$ cat src/rtl/uart_tx_arb_pkg.sv
// Shared types and constants for the UART transmit arbiter.
package uart_tx_arb_pkg;

    typedef enum logic [1:0] {
        IDLE   = 2'd0,
        LAUNCH = 2'd1,
        HOLD   = 2'd2
    } state_t;

    localparam int NUM_CH = 4;

    // 10-bit frame plus one idle bit-time between frames.
    function automatic int frame_cycles(input int clk_freq, input int uart_bps);
        return 11 * (clk_freq / uart_bps);
    endfunction

    function automatic logic [1:0] onehot_to_idx(input logic [NUM_CH-1:0] oh);
        logic [1:0] idx;
        idx = 2'd0;
        for (int i = 0; i < NUM_CH; i++) begin
            if (oh[i]) idx = 2'(i);
        end
        return idx;
    endfunction

endpackage

$ cat src/rtl/uart_tx_arb_rr.sv
// Combinational next-grant logic: round-robin after the last grant, or fixed
// priority (lowest index) when UART_ARB_FIXED_PRIO_EN is defined.
module uart_arb_rr
    import uart_tx_arb_pkg::*;
(
    input  logic [NUM_CH-1:0] i_valid,
    input  logic [1:0]        i_last,
    output logic [NUM_CH-1:0] o_grant
);

    always_comb begin
        logic       w_found;
        logic [1:0] w_idx;
        o_grant = '0;
        w_found = 1'b0;
        w_idx   = 2'd0;
`ifdef UART_ARB_FIXED_PRIO_EN
        for (int i = 0; i < NUM_CH; i++) begin
            w_idx = 2'(i);
            if (!w_found && i_valid[w_idx]) begin
                o_grant[w_idx] = 1'b1;
                w_found        = 1'b1;
            end
        end
`else
        // k = NUM_CH wraps back to the last winner, so it is searched last.
        for (int k = 1; k <= NUM_CH; k++) begin
            w_idx = i_last + 2'(k);
            if (!w_found && i_valid[w_idx]) begin
                o_grant[w_idx] = 1'b1;
                w_found        = 1'b1;
            end
        end
`endif
    end

endmodule

$ cat src/rtl/uart_tx_arb.sv
// Four-requester byte arbiter feeding an external UART transmitter; one frame
// per grant. Define UART_ARB_FIXED_PRIO_EN for fixed-priority arbitration.
module uart_tx_arb
    import uart_tx_arb_pkg::*;
#(
    parameter int UART_BPS = 'd9600,
    parameter int CLK_FREQ = 'd50_000_000
) (
    input  logic                sys_clk,
    input  logic                sys_rst_n,
    input  logic [NUM_CH-1:0]   ch_valid,
    input  logic [8*NUM_CH-1:0] ch_data,
    output logic [NUM_CH-1:0]   ch_ready,
    output logic [7:0]          tx_data,
    output logic                tx_flag,
    output logic                busy,
    output logic [1:0]          grant_id
);

    localparam int FRAME_CYCLES = frame_cycles(CLK_FREQ, UART_BPS);
    localparam int TW           = $clog2(FRAME_CYCLES) + 1;
    localparam logic [TW-1:0] TIMER_LAST = TW'(FRAME_CYCLES - 1);

    state_t          r_state;
    logic [TW-1:0]   r_timer;
    logic [7:0]      r_tx_data;
    logic            r_tx_flag;
    logic [1:0]      r_grant_id;

    logic [NUM_CH-1:0] w_grant;
    logic [1:0]        w_idx;
    logic [7:0]        w_byte;

    uart_arb_rr u_arb (
        .i_valid (ch_valid),
        .i_last  (r_grant_id),
        .o_grant (w_grant)
    );

    assign w_idx    = onehot_to_idx(w_grant);
    assign w_byte   = ch_data[{w_idx, 3'b000} +: 8];
    assign ch_ready = (r_state == IDLE) ? w_grant : '0;

    // Transmitter samples pi_data live per bit, so tx_data only moves on a handshake.
    always_ff @(posedge sys_clk or negedge sys_rst_n) begin
        if (!sys_rst_n) begin
            r_state    <= IDLE;
            r_timer    <= '0;
            r_tx_data  <= 8'h00;
            r_tx_flag  <= 1'b0;
            r_grant_id <= 2'd3;
        end else begin
            r_tx_flag <= 1'b0;
            case (r_state)
                IDLE: begin
                    if (|ch_ready) begin
                        r_tx_data  <= w_byte;
                        r_grant_id <= w_idx;
                        r_tx_flag  <= 1'b1;
                        r_state    <= LAUNCH;
                    end
                end
                LAUNCH: begin
                    r_timer <= '0;
                    r_state <= HOLD;
                end
                HOLD: begin
                    r_timer <= r_timer + TW'(1);
                    if (r_timer == TIMER_LAST) r_state <= IDLE;
                end
                default: r_state <= IDLE;
            endcase
        end
    end

    assign tx_data  = r_tx_data;
    assign tx_flag  = r_tx_flag;
    assign grant_id = r_grant_id;
    assign busy     = (r_state != IDLE);

endmodule

$ cat config.mk
export PLATFORM = sky130hd
export DESIGN_NAME = uart_tx_arb
export DESIGN_NICKNAME = d
export VERILOG_FILES = /design/src/rtl/uart_tx_arb_pkg.sv /design/src/rtl/uart_tx_arb_rr.sv /design/src/rtl/uart_tx_arb.sv
export SDC_FILE = /design/constraint.sdc
export NUM_CORES = 1
export LEC_CHECK = 0
export CORE_ASPECT_RATIO = 0.75
export CORE_MARGIN = 2
export CORE_UTILIZATION = 45
export CTS_BUF_LIST = sky130_fd_sc_hd__clkbuf_4 sky130_fd_sc_hd__clkbuf_8 sky130_fd_sc_hd__clkbuf_16
export CTS_CLUSTER_SIZE = 40
export DETAILED_ROUTE_END_ITERATION = 8
export PLACE_DENSITY = 0.83
export SLEW_MARGIN = 20
export SYNTH_ARGS = -nofsm -noshare
export SYNTH_HDL_FRONTEND = slang
export SYNTH_SLANG_ARGS = --single-unit
$ cat constraint.sdc
create_clock -name sys_clk -period 2.6 [get_ports sys_clk]
set_input_delay 0.52 -clock sys_clk [delete_from_list [all_inputs] [get_ports sys_clk]]
set_output_delay 0.52 -clock sys_clk [all_outputs]
set_load 0.01 [all_outputs]
# ---- After elaboration in Yosys (flattened, before gate mapping)
# Index checks and enable logic that the tools add are counted.
# W data, S select, Z words.
dict set report word_totals {
  ff_bits 30
  input_bits 38
  out_inout_bits 16
  word_cells 75
}
dict set report op_classes {
  n_addsub 4
  magnitude_cmp 8
  eq_ne 5
  shift 1
  n_mux 33
  bitwise_logic 3
  reduce_logical 16
}
# op count
set op_table {}
lappend op_table {{$pmux W17 S2} 1}
lappend op_table {{$shiftx A32 B6 Y8} 1}
lappend op_table {{$mux W4} 5}
lappend op_table {{$add A17 B1 Y17 const B} 1}
lappend op_table {{$eq A17 B16 Y1 const B} 1}
lappend op_table {{$mux W1} 14}
lappend op_table {{$lt A2 B3 Y1 const B} 4}
lappend op_table {{$or A4 B4 Y4} 3}
lappend op_table {{$bmux W1 S2} 4}
lappend op_table {{$demux W1 S2} 4}
lappend op_table {{$ge A2 B1 Y1 const B} 4}
lappend op_table {{$mux W2} 4}
lappend op_table {{$logic_and A1 B1 Y1} 7}
lappend op_table {{$pmux W2 S3} 1}
lappend op_table {{$add A2 B2 Y2 const B} 2}
lappend op_table {{$reduce_and A2 Y1} 2}
lappend op_table {{$reduce_bool A2 Y1} 2}
lappend op_table {{$reduce_or A4 Y1} 1}
lappend op_table {{$logic_not A1 Y1} 3}
lappend op_table {{$add A2 B1 Y2 const B} 1}
lappend op_table {{$eq A2 B1 Y1 const B} 1}
lappend op_table {{$eq A2 B2 Y1 const B} 1}
lappend op_table {{$logic_not A2 Y1} 1}
lappend op_table {{$ne A2 B1 Y1 const B} 1}
lappend op_table {{$ne A2 B2 Y1 const B} 1}

# ---- Logic depth before layout (Yosys ltp)
# Gate-level depths: netlist of the first run.
dict set report depth {
  depth_word 17
  ltp_mapped 12
  depth_no_buf 9
}

# ---- Modules after synthesis
# Synthesis of the first run repeated with hierarchy kept, for this count alone.
dict set report hier_totals {
  hier_cells 230
  area_unflattened_um2 2100.8
}
# module n_inst cells_each area_per_inst_um2
set by_module_without_submodules {}
lappend by_module_without_submodules {uart_tx_arb 1 192 1742.9}
lappend by_module_without_submodules {uart_arb_rr 1 38 357.8}

# ---- Worst setup path after synthesis of the first run
# Ideal clock, no wire load.
dict set report synth_timing {
  kind {flip-flop to output port}
  startpoint {register r_grant_id[0], in the netlist grant_id[0]}
  endpoint {output ch_ready[2]}
  arrival_ns 2.312
  required_ns 2.080
  path_slack_ns -0.232
  stages_incl_launch_ff 11
  path_buffers 3
  path_cell_list {dfstp_2 buf_6 inv_1 ha_1 mux4_2 nor2b_4 a22o_1 buf_2 nor3_2 buf_4 nor2_1}
}
dict set report synth_between {
  elab_chain_len 14
  elab_cells_between_ends 48
  cone_classes {add/sub (3); order compare (8); mux (24); bitwise (3); reduce/logical (10)}
}
# element line_no
set synth_rtl {}
lappend synth_rtl {{from (decl)} uart_tx_arb.sv:28} ;# logic [1:0] r_grant_id;
lappend synth_rtl {{from (signal assigned)} uart_tx_arb.sv:58} ;# r_grant_id <= w_idx;
lappend synth_rtl {{parallel branches: the longest is 12 deep, another holds $lt A2 B3 Y1} --}
lappend synth_rtl {{$mux W4 *} uart_tx_arb_rr.sv:29} ;# if (!w_found && i_valid[w_idx]) begin
lappend synth_rtl {{$mux W4 *} uart_tx_arb.sv:42} ;# assign ch_ready = (r_state == IDLE) ? w_grant : '0;
lappend synth_rtl {{to (decl)} uart_tx_arb.sv:13} ;# output logic [NUM_CH-1:0] ch_ready,
# Every way passes the cells marked *. The select of a mux whose other input is x is not followed.

# ---- Worst setup path in the final report of the first run
dict set report layout_timing {
  startpoint {register r_grant_id[0], in the netlist grant_id[0]}
  endpoint {output ch_ready[0]}
}
# Same word-level chain as after synthesis.

==> flow_metrics.py, run 1 <==
metrics = {
    "detailed_routing": {
        "drt_iter0_markers": 124,
        "detail-route-antenna-nets": 0,
        "drc_errors": 0,
        "routed_via_density": 5.60,
        "finalWirelength_um": 6270,
        "drt_first_pass_iters": 4,
        "vias": 2273,
        "wire_per_inst_um": 15.5,
    },
    "logic_synthesis": {
        "yosys.area_share.simple": 0.180,
        "synth_fa_ha_area_frac": 0.0723,
        "synth-seq-area-share": 0.335,
        "synth_compound_area_frac": 0.245,
        "synthCells": 240,
        "syn-cell-area_um2": 2250,
        "async_reset_ff_frac": 1.00,
        "syn-mean-instance-area_um2": 9.37,
        "synth_edf_count": 0,
        "synthMuxAreaShare": 0.0512,
        "synth_top_cell_by_area": "dfrtp_1",
        "yosysWarningCount": 0,
        "synth_top_family_by_area": "compound AO/OA/AOI/OAI gates",
        "synth_flop_cell": "dfrtp_1",
        "synthTopCellsByArea": "dfrtp_1 31%, ha_1 7.2%, inv_1 4.2%, xor2_1 3.9%, a311o_1 3.6%",
        "yosys.area.top_type_share": 0.312,
        "synthXorXnorAreaFrac": 0.0428,
        "synth_nets": 291,
        "synth_seq_cells": 30,
        "synth_cell_types": 56,
    },
    "critical_path": {
        "startpoint": "grant_id[0]",
        "worstSetupEndpoint": "ch_ready[0]",
        "crit_path_max_fanout": 3,
        "required_ps": 2080,
        "r2r_slack_ps": -220,
        "reg2regPathDepth": 10,
        "r2r_start": "grant_id[0]",
        "max_stage_delay_ps": 580,
        "slowest_stage": "dfstp_2",
        "crit_type": "flip-flop to primary output",
        "regToRegEndpoint": "tx_data[7]",
        "cp_cell_sequence": "inv_2 > ha_4 > mux4_2 > buf_4 > a22o_2 > a211oi_2 > nor2_1 > buf_2",
        "end_kind": "primary output",
        "cp-start-kind": "flip-flop",
        "critPathArrivalTime_ps": 2370,
    },
    "run_status": {
        "failed_checks": "negative setup slack",
        "outcome": "finished, violations left",
    },
    "cts": {
        "cts_buffers": 5,
        "htree_levels": 2,
        "cts_hold_buf": 0,
        "cts_buffer_depth": 2,
        "clk_pin_slew_ps": 60,
        "clockRootBuffer": "clkbuf_8",
        "clk_latency_ps": 280,
        "clock_sink_count": 30,
        "cts_tree": "yes",
    },
    "placed_design": {
        "dp_slack_ps": -810,
        "gp_congestion": 0.867,
        "hpwl_um": 4350,
        "io_buffers": 53,
        "dp_cells": 378,
    },
    "layout": {
        "drive_above_1_share": 0.289,
        "multi_input_area_um2": 1420,
        "fin_cells": 406,
        "mostFrequentLayoutCell": "clkdlybuf4s50_1",
        "fin_nets": 396,
        "seqCellArea_um2": 753,
        "most-common-layout-cells": "45 x clkdlybuf4s50_1, 39 x buf_4, 28 x dfrtp_1, 23 x inv_1, 17 x nor2_1",
        "syn_to_final_growth_pct": 53.3,
        "n_fill_cell": 358,
        "diodes": 0,
    },
    "sta": {
        "setup_viol": 17,
        "rsz0062_at_grt": "yes",
        "drv_slew": 0,
        "hold_ws_ps": 510,
        "fin_tns_setup_ps": -3280,
        "max_slew_margin": 0.662,
        "tightest_slew_ps": 503,
        "skew_ps": 10.2,
        "min_period_ps": 2890,
        "fmax_ghz": 0.346,
        "setup_ws_ps": -293,
        "fin_crit_sh": 1.11,
        "hold_violations": 0,
    },
    "power_and_ir_drop": {
        "total_power_mw": 4.37,
        "p_leak_nw": 1.56,
        "ir_worst_vdd_v": 0.000718,
        "powerDensity_nw_per_um2": 1270,
    },
    "floorplanning": {
        "coreArea_um2": 4840,
        "num_rows": 22,
        "dieWidth_um": 85.6,
        "die_h_um": 65.2,
        "dieArea_um2": 5580,
        "pin_count": 54,
        "initial_core_util": 0.464,
    },
    "global_routing": {
        "grt_max_degree": 31,
        "grt_pass1_vias": 2210,
        "grt_overflow": 0,
        "grt_pass1_wl_um": 10200,
        "antenna_found_initial": 0,
        "gr-usage-all-layers": 0.228,
    },
    "worst_hold_path": {
        "min_path_cells": 1,
        "holdCritStartpoint": "r_timer[0]",
        "hp-class": "flip-flop to flip-flop",
    },
    "flow_run": {
        "maxCapViolCount": 0,
    },
}
==> worst max-delay path: cells and delay by family, from the launching register on <==
kind            cells  cell delay (ps)
simple gates        1               60
fa+ha+maj           1              260
mux                 1              330
buf+inv             3              370
flops               1              580
compound gates      2              480
==> flip-flops by register name (all words and copies together) (netlist names) <==
signal	flops
tx_flag	1
tx_data	8
r_state	2
grant_id	2
r_timer	17
==> per-stage QoR <==
step | area [µm²] | util
5_1_grt | 3450 | 0.712
3_5_place_dp | 3100 | 0.639
3_3_place_gp | 3100 | 0.639
2_1_floorplan | 2300 | -
6_report | 3450 | 0.712
4_1_cts | 3410 | 0.705
==> cells by family after synthesis <==
logic type                 after synthesis
AOI/OAI and AO/OA                       69
xor gates and xnor gates                11
adders and majority gates               13
buffers and inverters                   35
DFF                                     30
muxes                                    7
and+or+nand+nor                         75
==> cell type report <==
type,count,area share
multi-input combinational,175,0.411
timing repair buffer,107,0.291
sequential,30,0.219
inverter,26,0.0301
clock buffer,7,0.0261
tap,60,0.0218
clock inverter,1,0.00145
==> power breakdown <==
group	leakage, nW	internal, mW	total [mW]	switching [mW]
registers	0.384	0.602	0.670	0.0674
clock network	0.0517	0.223	0.390	0.167
logic	1.12	1.77	3.31	1.55
total	1.56	2.59	4.37	1.78
==> Yosys cell counts, drive strengths merged (2+ instances only) <==
cell and number:
dfrtp 28, inv 26, nor2 20, o21ai 17, nand3 16, ha 13, nand2 13, a21oi 12
xor2 10, a311o 8, a32oi 8, o31a 8, buf 7, nand2b 4, nand4 4, or3 4
a22o 3, mux2 3, mux4 3, nor3 3, a21boi 2, a41o 2, clkbuf 2, dfstp 2
nand3b 2, nor3b 2
==> worst min path at each step <==
stage | end
after detailed placement | r_timer[0]
final | r_timer[0]
after CTS | r_timer[0]
after global placement | r_timer[0]
after global routing | tx_data[4]
after floorplan | r_state[0]
==> what timing repair did <==
| item | CTS | global route |
|---|---|---|
| pin swaps | 16 | 6 |
| cloned | 0 | 0 |
| endpoints found under the setup margin | 17 | 18 |
| gates resized for setup | 45 | 2 |
| buffers inserted | 18 | 3 |
==> layer usage <==
metal / vias to the layer above / share of wire / global-route usage
met2: 92 / 0.46 / 0.382
met4: 0 / 0.015 / 0.0774
met1: 1080 / 0.46 / 0.292
li1: 1090 / - / -
met3: 11 / 0.067 / 0.0540
met5: - / 0 / 0
Power figures use the tool's default switching activity.
==> run 2: changes to the inputs <==
--- a/config.mk
+++ b/config.mk
@@ -12,7 +12,7 @@
 export CTS_CLUSTER_SIZE = 40
 export DETAILED_ROUTE_END_ITERATION = 8
 export PLACE_DENSITY = 0.83
-export SLEW_MARGIN = 20
+export SLEW_MARGIN = 5
 export SYNTH_ARGS = -nofsm -noshare
 export SYNTH_HDL_FRONTEND = slang
 export SYNTH_SLANG_ARGS = --single-unit
==> results of run 2 <==
No change in the layout: final DEF, timing and power equal those of run 1.
